==> config.mk <==
export PLATFORM = sky130hd
export DESIGN_NAME = morse_symbol_detector
export DESIGN_NICKNAME = d
export VERILOG_FILES = /design/src/rtl/morse_pkg.sv /design/src/rtl/sat_counter.sv /design/src/rtl/morse_symbol_detector.sv
export SDC_FILE = /design/constraint.sdc
export NUM_CORES = 1
export LEC_CHECK = 0
export CORE_UTILIZATION = 45
export DETAILED_ROUTE_END_ITERATION = 6
export GPL_TIMING_DRIVEN = 0
export PLACE_DENSITY = 0.79
export SLEW_MARGIN = 20
export SYNTH_ARGS = -nofsm -noshare
export SYNTH_HDL_FRONTEND = slang
export SYNTH_SLANG_ARGS = --single-unit
==> constraint.sdc <==
create_clock -name clk -period 1.4 [get_ports clk]
set_clock_uncertainty 0.1 [all_clocks]
set_input_delay 0.21 -clock clk [delete_from_list [all_inputs] [get_ports clk]]
set_output_delay 0.21 -clock clk [all_outputs]
set_load 0.05 [all_outputs]
==> src/rtl/morse_pkg.sv <==
// Shared Morse receive-path constants: symbol codes seen by the letter
// assembler and the detector FSM state encoding.
package morse_pkg;

    localparam logic [1:0] SYM_DOT    = 2'b00;
    localparam logic [1:0] SYM_DASH   = 2'b01;
    localparam logic [1:0] SYM_LETTER = 2'b10;
    localparam logic [1:0] SYM_WORD   = 2'b11;

    localparam logic [1:0] ST_IDLE  = 2'b00;
    localparam logic [1:0] ST_MARK  = 2'b01;
    localparam logic [1:0] ST_SPACE = 2'b10;

    function automatic logic [1:0] press_symbol(input logic is_short);
        return is_short ? SYM_DOT : SYM_DASH;
    endfunction

endpackage

==> src/rtl/sat_counter.sv <==
// Saturating up-counter used to measure key press/release durations in ticks.
module sat_counter #(
    parameter int CNT_W = 4
) (
    input  logic             clk,
    input  logic             sclr,
    input  logic             ce,
    output logic [CNT_W-1:0] cnt
);

    localparam logic [CNT_W-1:0] CNT_MAX = {CNT_W{1'b1}};

    logic [CNT_W-1:0] cnt_r;

    // Count enabled ticks, clear wins, hold at full scale
    always_ff @(posedge clk) begin
        if (sclr) begin
            cnt_r <= '0;
        end else if (ce && (cnt_r != CNT_MAX)) begin
            cnt_r <= cnt_r + CNT_W'(1);
        end else begin
            cnt_r <= cnt_r;
        end
    end

    assign cnt = cnt_r;

endmodule

==> src/rtl/morse_symbol_detector.sv <==
// Morse front end: times key presses/releases and emits DOT/DASH/LETTER_END/
// WORD_END symbols through a one-entry valid/ready output buffer.
module morse_symbol_detector
    import morse_pkg::*;
#(
    parameter int CNT_W      = 4,
    parameter int DOT_MAX    = 2,
    parameter int LETTER_GAP = 3,
    parameter int WORD_GAP   = 7
) (
    input  logic       clk,
    input  logic       sclr_n,
    input  logic       tick,
    input  logic       key,
    input  logic       sym_ready,
    output logic       sym_valid,
    output logic [1:0] sym_type,
    output logic       overrun
);

    localparam logic [CNT_W-1:0] DOT_MAX_C    = CNT_W'(DOT_MAX);
    // Gap thresholds are matched one count early so the symbol fires on the tick that reaches them
    localparam logic [CNT_W-1:0] LETTER_HIT_C = CNT_W'(LETTER_GAP - 1);
    localparam logic [CNT_W-1:0] WORD_HIT_C   = CNT_W'(WORD_GAP - 1);

    logic             key_q_r;
    logic [1:0]       state_r;
    logic [1:0]       state_nxt_s;
    logic             sym_valid_r;
    logic [1:0]       sym_type_r;
    logic             overrun_r;
    logic             rise_s;
    logic             fall_s;
    logic             cnt_clr_s;
    logic [CNT_W-1:0] cnt_s;
    logic             gen_s;
    logic [1:0]       gen_type_s;

    assign rise_s    = key & ~key_q_r;
    assign fall_s    = ~key & key_q_r;
    assign cnt_clr_s = ~sclr_n | rise_s | fall_s | (state_r == ST_IDLE);

    sat_counter #(
        .CNT_W (CNT_W)
    ) u_cnt (
        .clk  (clk),
        .sclr (cnt_clr_s),
        .ce   (tick),
        .cnt  (cnt_s)
    );

    // Next-state and symbol generation; a key edge always beats a gap tick
    always_comb begin
        state_nxt_s = state_r;
        gen_s       = 1'b0;
        gen_type_s  = SYM_DOT;
        case (state_r)
            ST_IDLE: begin
                if (rise_s) begin
                    state_nxt_s = ST_MARK;
                end else begin
                    state_nxt_s = ST_IDLE;
                end
            end
            ST_MARK: begin
                if (fall_s) begin
                    state_nxt_s = ST_SPACE;
                    gen_s       = 1'b1;
                    gen_type_s  = press_symbol(cnt_s <= DOT_MAX_C);
                end else begin
                    state_nxt_s = ST_MARK;
                end
            end
            ST_SPACE: begin
                if (rise_s) begin
                    state_nxt_s = ST_MARK;
                end else if (tick && (cnt_s == WORD_HIT_C)) begin
                    state_nxt_s = ST_IDLE;
                    gen_s       = 1'b1;
                    gen_type_s  = SYM_WORD;
                end else if (tick && (cnt_s == LETTER_HIT_C)) begin
                    gen_s       = 1'b1;
                    gen_type_s  = SYM_LETTER;
                end else begin
                    state_nxt_s = ST_SPACE;
                end
            end
            default: begin
                state_nxt_s = ST_IDLE;
            end
        endcase
    end

    // Key history and FSM state registers
    always_ff @(posedge clk) begin
        if (!sclr_n) begin
            key_q_r <= 1'b0;
            state_r <= ST_IDLE;
        end else begin
            key_q_r <= key;
            state_r <= state_nxt_s;
        end
    end

    // One-entry output buffer; a symbol arriving while the slot is stalled is dropped
    always_ff @(posedge clk) begin
        if (!sclr_n) begin
            sym_valid_r <= 1'b0;
            sym_type_r  <= SYM_DOT;
            overrun_r   <= 1'b0;
        end else if (gen_s) begin
            if (sym_valid_r && !sym_ready) begin
                overrun_r <= 1'b1;
            end else begin
                sym_valid_r <= 1'b1;
                sym_type_r  <= gen_type_s;
            end
        end else if (sym_valid_r && sym_ready) begin
            sym_valid_r <= 1'b0;
        end else begin
            sym_valid_r <= sym_valid_r;
        end
    end

    assign sym_valid = sym_valid_r;
    assign sym_type  = sym_type_r;
    assign overrun   = overrun_r;

endmodule

After elaboration in Yosys (flattened, before gate mapping)
Index checks and enable logic that the tools add are counted.

word-level totals
  logic and storage cells = 55
  bits in registers = 11

cells by class
  mux-type cells = 20
  $add $sub $neg = 1
  reduce and logical (&&, ||, !) cells = 11
  bitwise logic cells = 9
  eq/ne operators = 7
  order comparisons = 1

operators by type and width
  cell                                                            count
  two-way mux 2 bit                                               7
  two-way mux 1 bit                                               10
  != test 4 bit, second input constant                            2
  case mux 2 bit (3 select lines)                                 1
  AND reduction 2 bit                                             3
  logical AND 1 bit                                               5
  adder 4 x 1 -> 4 bit, second input constant                     1
  equality test 4 x 2 -> 1 bit, second input constant             1
  equality test 4 x 3 -> 1 bit, second input constant             1
  less-or-equal comparator 4 x 2 -> 1 bit, second input constant  1
  inverter 1 bit                                                  4
  case mux 2 bit (2 select lines)                                 1
  OR 1 bit                                                        3
  bitwise AND 1 bit                                               2
  equality test 2 x 1 -> 1 bit, second input constant             1
  equality test 2 bit, second input constant                      1
  zero test 2 bit                                                 1
  != test 2 bit, second input constant                            1
  case mux 1 bit (2 select lines)                                 1
  nonzero test 2 bit                                              1
  zero test 1 bit                                                 1

Longest topological paths before layout
Gate-level depths: netlist of run 1.

  depth in word-level cells = 8
  depth in mapped cells = 6
  gate-level depth less buffers = 6

Cells and area by module
From an unflattened synthesis of run 1, not the netlist that was laid out.

second synthesis, totals
  cells, all modules = 70
  area total of the unflattened synthesis = 655.6 µm²

by module, submodules not included
  module                 times used  area each (µm²)  seq. area each (µm²)  cells each
  morse_symbol_detector  1           446.7            140.1                 50
  sat_counter            1           209.0            80.1                  20

Worst setup path after synthesis of run 1
No wires, ideal clock.

  kind = register -> register
  start point = register state_r[0]
  end point = register u_cnt.cnt_r[1], in the netlist u_cnt.cnt[1]
  setup slack = -0.118 ns
  cell stages (with the launch flop) = 5
  arrival time = 1.327 ns
  library setup time = 0.091 ns
  cell sequence = dfxtp_1 -> inv_1 -> ha_1 -> or4_4 -> a311oi_1

on the way
  cells in the longest elaborated chain, start to end = 2

ends and longest elaborated chain
  item                      RTL line                      source
  start: declaration        morse_symbol_detector.sv:27   logic [1:0] state_r;
  start signal: assignment  morse_symbol_detector.sv:101  state_r <= state_nxt_s;
  zero test 2 bit           morse_symbol_detector.sv:41   assign cnt_clr_s = ~sclr_n | rise_s | fall_s | (state_r == ST_IDLE);
  OR 1 bit                  morse_symbol_detector.sv:41
  end signal: assignment    sat_counter.sv:20             cnt_r <= cnt_r + CNT_W'(1);
  end signal: assignment    sat_counter.sv:22             cnt_r <= cnt_r;
  end: declaration          sat_counter.sv:13             logic [CNT_W-1:0] cnt_r;

Every way passes these cells.
A chain may end at the register's enable or synchronous reset.

Worst setup path in the final report of run 1
  start point = register state_r[0]
  end point = register sym_type_r[0], in the netlist sym_type[0]

on the way
  cells in the longest elaborated chain, start to end = 3
  elaborated cells on any way between the ends = 5
  classes of those cells = eq/ne (2); mux (2); reduce/logical (1)

ends and longest elaborated chain
  item                                                                 RTL line                      source
  equality test 2 bit or equality test 2 x 1 -> 1 bit (tied branches)  morse_symbol_detector.sv:57   case (state_r)
  case mux 1 bit (2 select lines)                                      morse_symbol_detector.sv:57
  AND reduction 2 bit (no source line)                                 n/a
  end signal: assignment                                               morse_symbol_detector.sv:116  sym_type_r <= gen_type_s;
  end: declaration                                                     morse_symbol_detector.sv:30   logic [1:0] sym_type_r;

Several ways; a longest one is shown, not always the timed one.

==> results.md, run 1 <==
Outcome:
- The run finished, with violations left.
- The final reports fail on negative setup slack.

Layout:
- In the layout the commonest cells are sky130_fd_sc_hd__dfxtp_1 (7), sky130_fd_sc_hd__nand2_1 (5).
- The final core utilization is 0.723.
- The relative area change from synthesis to final layout is 38.9%.
- Leaving out fill and tap cells, the most frequent cell in the layout is sky130_fd_sc_hd__dfxtp_1.
- The final non-filler cell total is 101.
- In the final layout, the share of cells above drive strength 1 is 0.425.
- The antenna cell count is 0.
- After the last flow step, the layout net total stands at 99.

Timing:
- After layout, the minimum clock period comes to 1.49 ns.
- The share of the clock period used by the worst path is 1.06.
- Setup repair after global routing could not meet its margin everywhere.
- For the final routed database, the setup TNS stands at -0.272 ns.
- Based on the critical path, the design can be clocked at up to 673 MHz.
- The number of pins exceeding their max-slew limit in the final report came to 0.
- The final-report hold violation count came to 0.
- At the pin with the least slew margin, the transition time is 0.273 ns.
- Across all setup checks in the final design, the least slack found is -0.0863 ns.
- In this run the tightest slew margin relative to its limit is 0.818.
- The setup violation total in the final timing report is 5.

Synthesis:
- The synthesized-area fraction occupied by and/or/nand/nor cells is 0.262.
- The dominant combinational cell family by area after synthesis is simple AND/OR/NAND/NOR gates.
- The instance count of the mapped netlist is 71.
- Of the post-synthesis cell area, the dominant cell type holds 0.357.
- The portion of netlist area occupied by mux cells is 0.0345.
- Sorting the synthesized cells by area gives the leading types as sky130_fd_sc_hd__dfxtp_1 (36%), sky130_fd_sc_hd__ha_1 (12%), sky130_fd_sc_hd__a21oi_1 (4.1%).
- The complex-gate fraction of the synthesized area came to 0.174.
- Counting flops and latches in the post-synthesis netlist gives 11.
- sky130_fd_sc_hd__dfxtp_1 takes more of the synthesized area than any other cell.
- Of the total synthesized cell area, the portion taken by XOR and XNOR cells is 0.0142.
- The post-synthesis cell area is 617 µm².
- The Yosys step of the flow raised 0 warnings.
- Of the synthesized area, sequential elements account for 0.357.
- The total nets after synthesis is 82.
- Averaged over all synthesized cells, the footprint is 8.69 µm².
- The adder-cell share of the synthesized area is 0.122.
- The count of unique library cells instantiated by Yosys is 30.

Clocking:
- In this run the number of H-tree levels came out at 1.
- The number of buffers inserted during clock tree synthesis is 3.
- For the worst-skew pair, the clock arrives at the later sink with an insertion delay of 0.27 ns.
- The clock tree from TritonCTS is yes.
- The tree built by TritonCTS fans out to 11 sinks.
- The clock-pin slew of the registers on the worst-case setup and hold paths is 0.08 ns.
- The root buffer selected by CTS is sky130_fd_sc_hd__clkbuf_4.
- The number of hold buffers added after CTS is 0.
- No sink is reached through more buffers than the 2 on the longest clock path.

Floorplanning:
- The area of the die is 1520 µm².
- For this configuration, the core starts out at a cell density of 0.520.
- The number of top-level pins is 9.
- The site row count is 12.
- From left edge to right edge, the die measures 39.0 µm.
- The total area inside the core boundary comes to 1190 µm².
- The die outline height is 39.0 µm.

Min path:
- The worst hold path begins at tick.
- In this run the worst hold path is classified as in -> reg.
- Along the worst hold path, the cell count comes to 2.
- For hold timing, the worst endpoint is u_cnt.cnt[1].

Worst setup path:
- For flop-to-flop paths, the worst setup slack is -0.09 ns.
- The worst register-to-register path begins at state_r[0].
- The endpoint class of the critical path is a flop.
- The kind of start point of the critical path is a flop.
- The worst register-to-register path has a depth of 6.
- Data on the critical path arrives at its endpoint at 1.57 ns.
- The path type of the worst setup path is reg -> reg.
- In this run the critical register-to-register path is captured at sym_type[0].
- STA puts the critical path data required time at 1.48 ns.
- The top fanout value on the critical path is 3.

Placement:
- Prior to clock tree synthesis, the placed netlist has a worst setup slack of -0.472 ns.
- The cell count after placement is 93.
- At the end of routability-driven placement, the weighted congestion stood at 0.715.
- The number of buffers inserted by port buffering is 8.
- Summed over all nets, the half-perimeter wirelength after detailed placement is 954 µm.

Run:
- The count of maximum capacitance violations is 0.

GRT:
- The first global-routing pass estimated 2.32 mm of wire.
- The via count of the first global-routing pass is 539.
- Global routing finished with a remaining overflow of 0.
- In the global route stage, overall resource usage came out at 0.236.
- The largest net degree at the start of global routing is 9.
- The number of antenna violations at the first check in global routing is 0.

Route:
- After the first detailed-routing iteration, the DRC count stood at 19.
- After detailed routing, the total wire length is 1.46 mm.
- The overall via count from detail_route is 589.
- The detail route stage leaves a number of antenna-violating nets equal to 0.
- The first-pass iteration count of the detailed router is 4.
- The final routed wire length divided by cell count is 14.4 µm.
- In the routed design, unresolved DRC markers number 0.
- The post-detailed-route via-to-cell ratio is 5.83.

Power:
- The worst voltage drop across the vdd grid is 0.000526 V.
- For this design the ratio of total power to cell area is 744 nW/µm².
- The leakage power summed over all cells is 0.000322 µW.
- After layout, the design draws a total of 637 µW.
==> metal layers <==
| layer | share of wire | GRT usage |
|---|---|---|
| met1 | 0.43 | 0.248 |
| met2 | 0.53 | 0.404 |
| met3 | 0.031 | 0.0867 |
| met4 | 0.013 | 0.121 |
| met5 | 0 | 0 |
==> report_power, final <==
part           switching, µW  total (µW)  internal (µW)
Clock                    119         225            106
Sequential              5.83         325            319
Combinational           45.7        86.9           41.3
Total                    171         637            467
==> final cells by class <==
| type | instances | area [µm²] |
|---|---|---|
| multi-input combinational | 54 | 449 |
| fill | 93 | 329 |
| sequential | 11 | 225 |
| timing repair buffer | 12 | 115 |
| clock buffer | 3 | 22.5 |
| inverter | 6 | 22.5 |
| tap | 14 | 17.5 |
| clock inverter | 1 | 5.00 |
==> what timing repair did <==
item                                    CTS  global route
endpoints found under the setup margin   13            10
setup buffers                             3             1
pin swaps                                 4             8
gates resized for setup                  16            11
==> cells in the mapped netlist <==
master and count:
sky130_fd_sc_hd__nand4_1 1, sky130_fd_sc_hd__nand3_1 2, sky130_fd_sc_hd__or4_4 1, sky130_fd_sc_hd__nand2b_1 3
sky130_fd_sc_hd__o22ai_1 1, sky130_fd_sc_hd__xnor2_1 1, sky130_fd_sc_hd__nand3b_1 1, sky130_fd_sc_hd__o31ai_1 1
sky130_fd_sc_hd__ha_1 6, sky130_fd_sc_hd__a31oi_1 2, sky130_fd_sc_hd__and3b_1 2, sky130_fd_sc_hd__a311oi_1 1
sky130_fd_sc_hd__nor3_1 2, sky130_fd_sc_hd__and3_1 2, sky130_fd_sc_hd__inv_2 1, sky130_fd_sc_hd__nand2_1 5
sky130_fd_sc_hd__o21ai_0 3, sky130_fd_sc_hd__nor2_1 5, sky130_fd_sc_hd__a21oi_1 5, sky130_fd_sc_hd__inv_1 5
sky130_fd_sc_hd__a211o_1 1, sky130_fd_sc_hd__o41ai_1 1, sky130_fd_sc_hd__mux2i_1 1, sky130_fd_sc_hd__a211oi_1 1
sky130_fd_sc_hd__dfxtp_1 11, sky130_fd_sc_hd__nor2b_1 2, sky130_fd_sc_hd__and4b_1 1, sky130_fd_sc_hd__mux2_2 1
sky130_fd_sc_hd__o211ai_1 1, sky130_fd_sc_hd__and2_2 1
==> stage by stage <==
step	hold WS, ns	area (µm²)
floorplan	0.217	642
global placement	0.341	739
detailed placement	0.369	739
CTS	0.289	805
global route	0.252	857
finish	0.235	857
==> worst max path at each step <==
stage | startpoint | to | slack [ns] | cells past startpoint
final | state_r[0] | sym_type[0] | -0.09 | 6
after detailed placement | sclr_n | u_cnt.cnt[1] | -0.47 | 4
after global placement | sclr_n | u_cnt.cnt[1] | -0.47 | 4
after global routing | state_r[0] | sym_type[0] | -0.15 | 6
after CTS | state_r[1] | u_cnt.cnt[1] | -0.11 | 4
after floorplan | state_r[1] | u_cnt.cnt[1] | -0.03 | 4
==> cell families (layout without fill, tap and decap cells) <==
kind of cell | after synthesis | after routing
XOR/XNOR | 1 | 1
adder cells (fa/ha/maj) | 6 | 6
buffers and inverters | 6 | 22
flip-flops | 11 | 11
multiplexers | 2 | 2
AND/OR/NAND/NOR | 28 | 28
AO/OA/AOI/OAI | 17 | 17
==> critical path, cell delays in order, from the launching register on <==
cell	delay, ns
sky130_fd_sc_hd__dfxtp_2	0.33
sky130_fd_sc_hd__buf_4	0.14
sky130_fd_sc_hd__ha_1	0.21
sky130_fd_sc_hd__and3b_1	0.22
sky130_fd_sc_hd__a31oi_2	0.21
sky130_fd_sc_hd__o211ai_1	0.12
sky130_fd_sc_hd__o41ai_1	0.07
==> sequential cells by signal (all words and copies together), names as in the netlist <==
signal / flops
key_q_r: 1
overrun: 1
state_r: 2
sym_type: 2
sym_valid: 1
u_cnt.cnt: 4
(Power assumes the default switching activity.)
==> run 2: changes to the inputs <==
Settings changed: SLEW_MARGIN 20 to 10, TNS_END_PERCENT set to 10.
==> run 2 against run 1 <==
Effect of this change: the flow still finishes with violations (negative setup slack); utilization shrank 3.3 points; non-clock buffer count fell by 2; sequential power about the same; critical path type unchanged.
==> results.md, run 2 (synthesized netlist as in run 1, its figures left out) <==
Timing:
- The number of pins exceeding their max-slew limit in the final report came to 0.
- Setup repair after global routing could not meet its margin everywhere.
- The timing-limited maximum frequency is 671 MHz.
- Hold is met by 0.228 ns.
- The clock period minus final worst setup slack is 1.49 ns.
- The worst-margin pin slew is 0.281 ns.
- Setup violations remaining at the end of the flow were counted as 5.
- The final-report hold violation count is 0.
- After layout, the worst setup slack is -0.0899 ns.
- The worst-case headroom to the max-slew limit is 0.814.
- The share of the clock period used by the worst path is 1.06.

Route:
- The antenna violation net count after detailed routing is 0.
- The first-pass iteration count of the detailed router is 4.
- Summed over all layers, the routed wires come to 1.34 mm.
- Using the TritonRoute via totals, the vias-per-cell ratio works out to 5.73.
- The final routed wire length divided by cell count is 13.5 µm.
- The first routing iteration left 5 violations.
- For this run, design rule violations remaining after detail routing come to 0.
- The overall via count from detail_route is 567.

Worst setup path:
- STA puts the critical path data arrival time at 1.60 ns.
- The setup slack of the most critical reg-to-reg path is -0.09 ns.
- The worst setup path is of the reg -> reg kind.
- The endpoint class of the critical path is a flop.
- The kind of start point of the critical path is a flop.
- STA puts the critical path data required time at 1.51 ns.
- Along the worst path, the maximum fanout reaches 4.

Floorplanning:
- The region available for standard cell placement spans 1190 µm².
- The number of top-level pins is 9.
- The site row count is 12.
- The die outline height is 39.0 µm.
- The starting utilization of the core area is 0.520.
- The width of the die is 39.0 µm.
- The area of the die is 1520 µm².

Clocking:
- The number of buffers inserted during clock tree synthesis is 3.
- The clock-pin slew of the registers on the worst-case setup and hold paths is 0.08 ns.
- CTS built an H-tree with a depth of 1.
- The clock passes through at most 2 buffers.
- Counting every sink on the clock net gives 11.
- TritonCTS built the clock tree.
- The later pin in the worst-skew pair is clocked with a latency of 0.27 ns.
- In this run the clock root is driven by a sky130_fd_sc_hd__clkbuf_4.
- After clock tree synthesis, the flow added hold-fix buffers numbering 0.

Placement:
- The congestion estimate from routability-driven global placement came to 0.715.
- The placed cell area is 739 µm².
- The detailed placer's ending HPWL is 954 µm.
- Port buffering added 8 buffers.

Layout:
- The number of nets at the end of the flow is 97.
- The top cell types in the final layout, fill and taps aside, are sky130_fd_sc_hd__dfxtp_1 (7), sky130_fd_sc_hd__nand2_1 (5), sky130_fd_sc_hd__a21oi_1 (5), sky130_fd_sc_hd__nor2_1 (5).
- The layout filler cell count is 94.
- With fillers left out, the area of the finished cells amounts to 818 µm².
- Compared with the post-synthesis result, the final layout area differs by 32.7%.
- The ratio of cells with drive above 1 in the final layout is 0.341.
- 0 antenna diodes ended up in the layout.
- The leading cell type in the layout, fill and taps excluded is sky130_fd_sc_hd__dfxtp_1.
- The flip-flop count of the largest register, all copies and words added is 4.

Outcome:
- The checks that failed: negative setup slack.
- The run finished, with violations left.

GRT:
- Entering global routing, the biggest net connects 9 pins.
- The number of antenna violations at the first check in global routing is 0.
- The via count of the first global-routing pass is 550.
- In the global route stage, overall resource usage came out at 0.235.
- The global route total overflow is 0.
- The global-route wire length before repair is 2.30 mm.

Power:
- IR analysis of the VDD net gives a maximum drop of 0.000527 V.
- The leakage power summed over all cells is 0.000317 µW.
- For this design the ratio of total power to cell area is 771 nW/µm².
- Total power for the finished layout comes to 631 µW.

Min path:
- The tightest min-delay check is of the in -> reg type.

Run:
- Across the run, the number of max-cap violations was 0.
[run 2: worst max-delay path, stage by stage (launching register included)]
cell                      delay, ns
sky130_fd_sc_hd__dfxtp_2       0.36
sky130_fd_sc_hd__inv_2         0.06
sky130_fd_sc_hd__ha_4          0.15
sky130_fd_sc_hd__and3b_2       0.24
sky130_fd_sc_hd__and3_4        0.18
sky130_fd_sc_hd__a211o_1       0.22
sky130_fd_sc_hd__a21oi_1       0.11
[run 2: final cells by class]
| type | instances | area (µm²) | share of cell area |
|---|---|---|---|
| clock buffer | 3 | 22.5 | 0.0275 |
| clock inverter | 1 | 5.00 | 0.00612 |
| inverter | 6 | 22.5 | 0.0275 |
| multi-input combinational | 54 | 425 | 0.520 |
| sequential | 11 | 225 | 0.275 |
| tap | 14 | 17.5 | 0.0214 |
| timing repair buffer | 10 | 100 | 0.122 |
[run 2: path summary, 6_finish.rpt]
path / from / endpoint / depth (start not counted)
worst max-delay path: u_cnt.cnt[0] / state_r[0] / 6
worst min-delay path: tick / u_cnt.cnt[1] / 2
worst max register to register: u_cnt.cnt[0] / state_r[0] / 6
worst min register to register: overrun / overrun / 2
[run 2: through the flow]
stage	std cells	setup WS [ns]	setup TNS [ns]	utilization
floorplan	71	-0.0280	-0.0549	-
global placement	93	-0.473	-2.93	0.623
detailed placement	93	-0.472	-3.10	0.623
CTS	99	-0.108	-0.381	0.680
global route	99	-0.148	-0.667	0.690
finish	99	-0.0899	-0.248	0.690
[run 2: routing by layer]
metal	global-route usage	routed length (µm)	vias up
met5	0	0	-
met4	0.138	23	0
met3	0.104	45	5
met2	0.396	701	7
met1	0.234	567	269
li1	-	-	286
[run 2: power by group]
part / internal, µW / switching [µW] / total, µW
clock: 106 / 118 / 224
sequential: 320 / 5.85 / 325
combinational: 38.8 / 42.2 / 81.0
[run 2: what timing repair did]
item                       4_1_cts  5_1_grt
resized for setup               17        4
setup endpoints to repair       13       10
setup buffers                    2        0
pin swaps                        5        3
==> run 3: changes to the inputs <==
Settings changed: SLEW_MARGIN 10 to 25.
==> results of run 3 <==
The final DEF is identical to that of run 2; final timing and power are the same.
==> edit (flow settings as in run 2) <==
`CNT_W` is set to 4 in 2 places; all go to 5.
--- a/src/rtl/sat_counter.sv
+++ b/src/rtl/sat_counter.sv
@@ -1,6 +1,6 @@
 // Saturating up-counter used to measure key press/release durations in ticks.
 module sat_counter #(
-    parameter int CNT_W = 4
+    parameter int CNT_W = 5
 ) (
     input  logic             clk,
     input  logic             sclr,
--- a/src/rtl/morse_symbol_detector.sv
+++ b/src/rtl/morse_symbol_detector.sv
@@ -3,7 +3,7 @@
 module morse_symbol_detector
     import morse_pkg::*;
 #(
-    parameter int CNT_W      = 4,
+    parameter int CNT_W      = 5,
     parameter int DOT_MAX    = 2,
     parameter int LETTER_GAP = 3,
     parameter int WORD_GAP   = 7
Behaviour: no difference found for any inputs over 10 cycles, from zero or initial values; that may be too few to reach the edited logic, so the function may still have changed.
==> edit against run 2 <==
The run still ends with setup timing left. Sequential cell count up 1. Setup slack worse by 0.11 ns. Clock power down 7%. Non-clock buffer count up 1. Wire length up 3.3%. Cell area up 8.9%. First-iteration DRC count rose to 3.4 times the old value. Sequential power up 8.9%. Via count up 1.8%. Power up 2.1%. Area after synthesis up 11%. Global-route usage down 4.3 points. Critical path type unchanged. Critical endpoint is now sym_type[0].
==> edit: results (changes against run 2) <==
| Metric | Value |
|---|---|
| Maximum vdd drop | `0.403 mV (-23%)` |
| CP endpoint | `sym_type[0]` |
| Synth top cells by count | `dfxtp_1 (12), nor2_1 (9), ha_1 (7)` |
| Dpl cells | `98 (+5.4%)` |
| M2 GR Usage | `32.0% (-7.6 points)` |
| DP HPWL | `977 um (+2.4%)` |
| Starting DRT DRC Count | `17 (+12)` |
| WL per Instance | `13.4 um (-0.72%)` |
| Fin worst setup slack | `-0.198 ns (-0.108 ns)` |
| Final setup viols | `11 (+6)` |
| Syn nets | `87 (+6.1%)` |
| Slew HR | `76.3% (-5.1 points)` |
| DP Worst Slack | `-0.367 ns (+0.105 ns)` |
| WHS | `0.352 ns (+0.124 ns)` |
| Vias in the first global route | `508 (-7.6%)` |
| Setup TNS Final | `-1.45 ns (-1.20 ns)` |
| Hold EP | `sym_type[1]` |
| GPL Wtd Cong | `0.737 (+3.1%)` |
| Failing checks | `setup timing` |
| CP arrival | `1.69 ns (+0.09 ns)` |
| GRT Resource Usage Total | `19.2% (-4.3 points)` |
| Min-Delay Path Class | `register to register` |
| Met1 GRT Util | `23.1% (-0.35 points)` |
| Global-route wire length before repair | `2.06 mm (-10%)` |
| Largest cells by area after synthesis | `dfxtp_1 (35%), ha_1 (13%), nor2_1 (4.9%), nand2b_1 (3.6%), inv_1 (3.3%)` |
| Seq/Total Area, Yosys | `35.0% (-0.66 points)` |
| Syn Area/Cell | `9.14 um2 (+5.2%)` |
| Total length of routed wires | `1.38 mm (+3.3%)` |
| Met3 usage | `1.63% (-8.8 points)` |
| Status | `complete, but fails checks` |
| Nets@finish | `102 (+5.2%)` |
| Layout cells sized above 1 | `30.7% (-3.4 points)` |
[edit: changes by cell type after synthesis, sizes merged, moves of 2 or more]
cell / before / now
nor2: 5 / 9
a211oi: 1 / 3
a21oi: 5 / 3
and3b: 2 / 0
nand2: 5 / 3
nand3: 2 / 0
[edit: layer usage]
metal	up-vias	routed length, um
met2	16	618
met5	-	0
met1	266	688
met3	5	43
met4	0	31
li1	290	-
[edit: logic make-up (layout without fill, tap and decap cells)]
| kind of cell | after synthesis | after routing | share of synthesized area, % |
|---|---|---|---|
| mux | 2 | 2 | 2.92 |
| fa+ha+maj | 7 | 7 | 12.8 |
| simple gates | 29 | 29 | 25.2 |
| flops | 12 | 12 | 35.0 |
| buf+inv | 7 | 20 | 3.83 |
| compound gates | 15 | 15 | 16.4 |
| xor+xnor | 3 | 3 | 3.83 |
[edit: power groups by stage]
stage	clock network [uW]	logic, uW	registers, uW
6_report	208	82.0	354
5_1_grt	228	88.5	355
4_1_cts	214	77.1	355
3_5_place_dp	0	67.8	362
3_3_place_gp	0	66.8	362
2_1_floorplan	0	41.9	362
[edit: cell type report]
class | count | area [um2]
Inverter | 6 | 22.5
Timing Repair Buffer | 10 | 100
Clock buffer | 3 | 22.5
Buffer | 1 | 7.51
Sequential cell | 12 | 248
Multi-Input combinational cell | 56 | 472
Tap cell | 15 | 18.8
Fill cell | 129 | 475
[edit: critical path, stage by stage, from the launching register on]
cell and delay [ns]:
dfxtp_4 0.37, inv_1 0.05, ha_1 0.21, and4bb_4 0.22, a41o_1 0.26, and2_4 0.16
a211oi_2 0.16
[edit: what timing repair did]
action                     CTS  global route
hold buffers                 0             0
setup buffers                2             0
pin swaps                    5             1
setup endpoints to repair   15            11
resized for setup           17             5
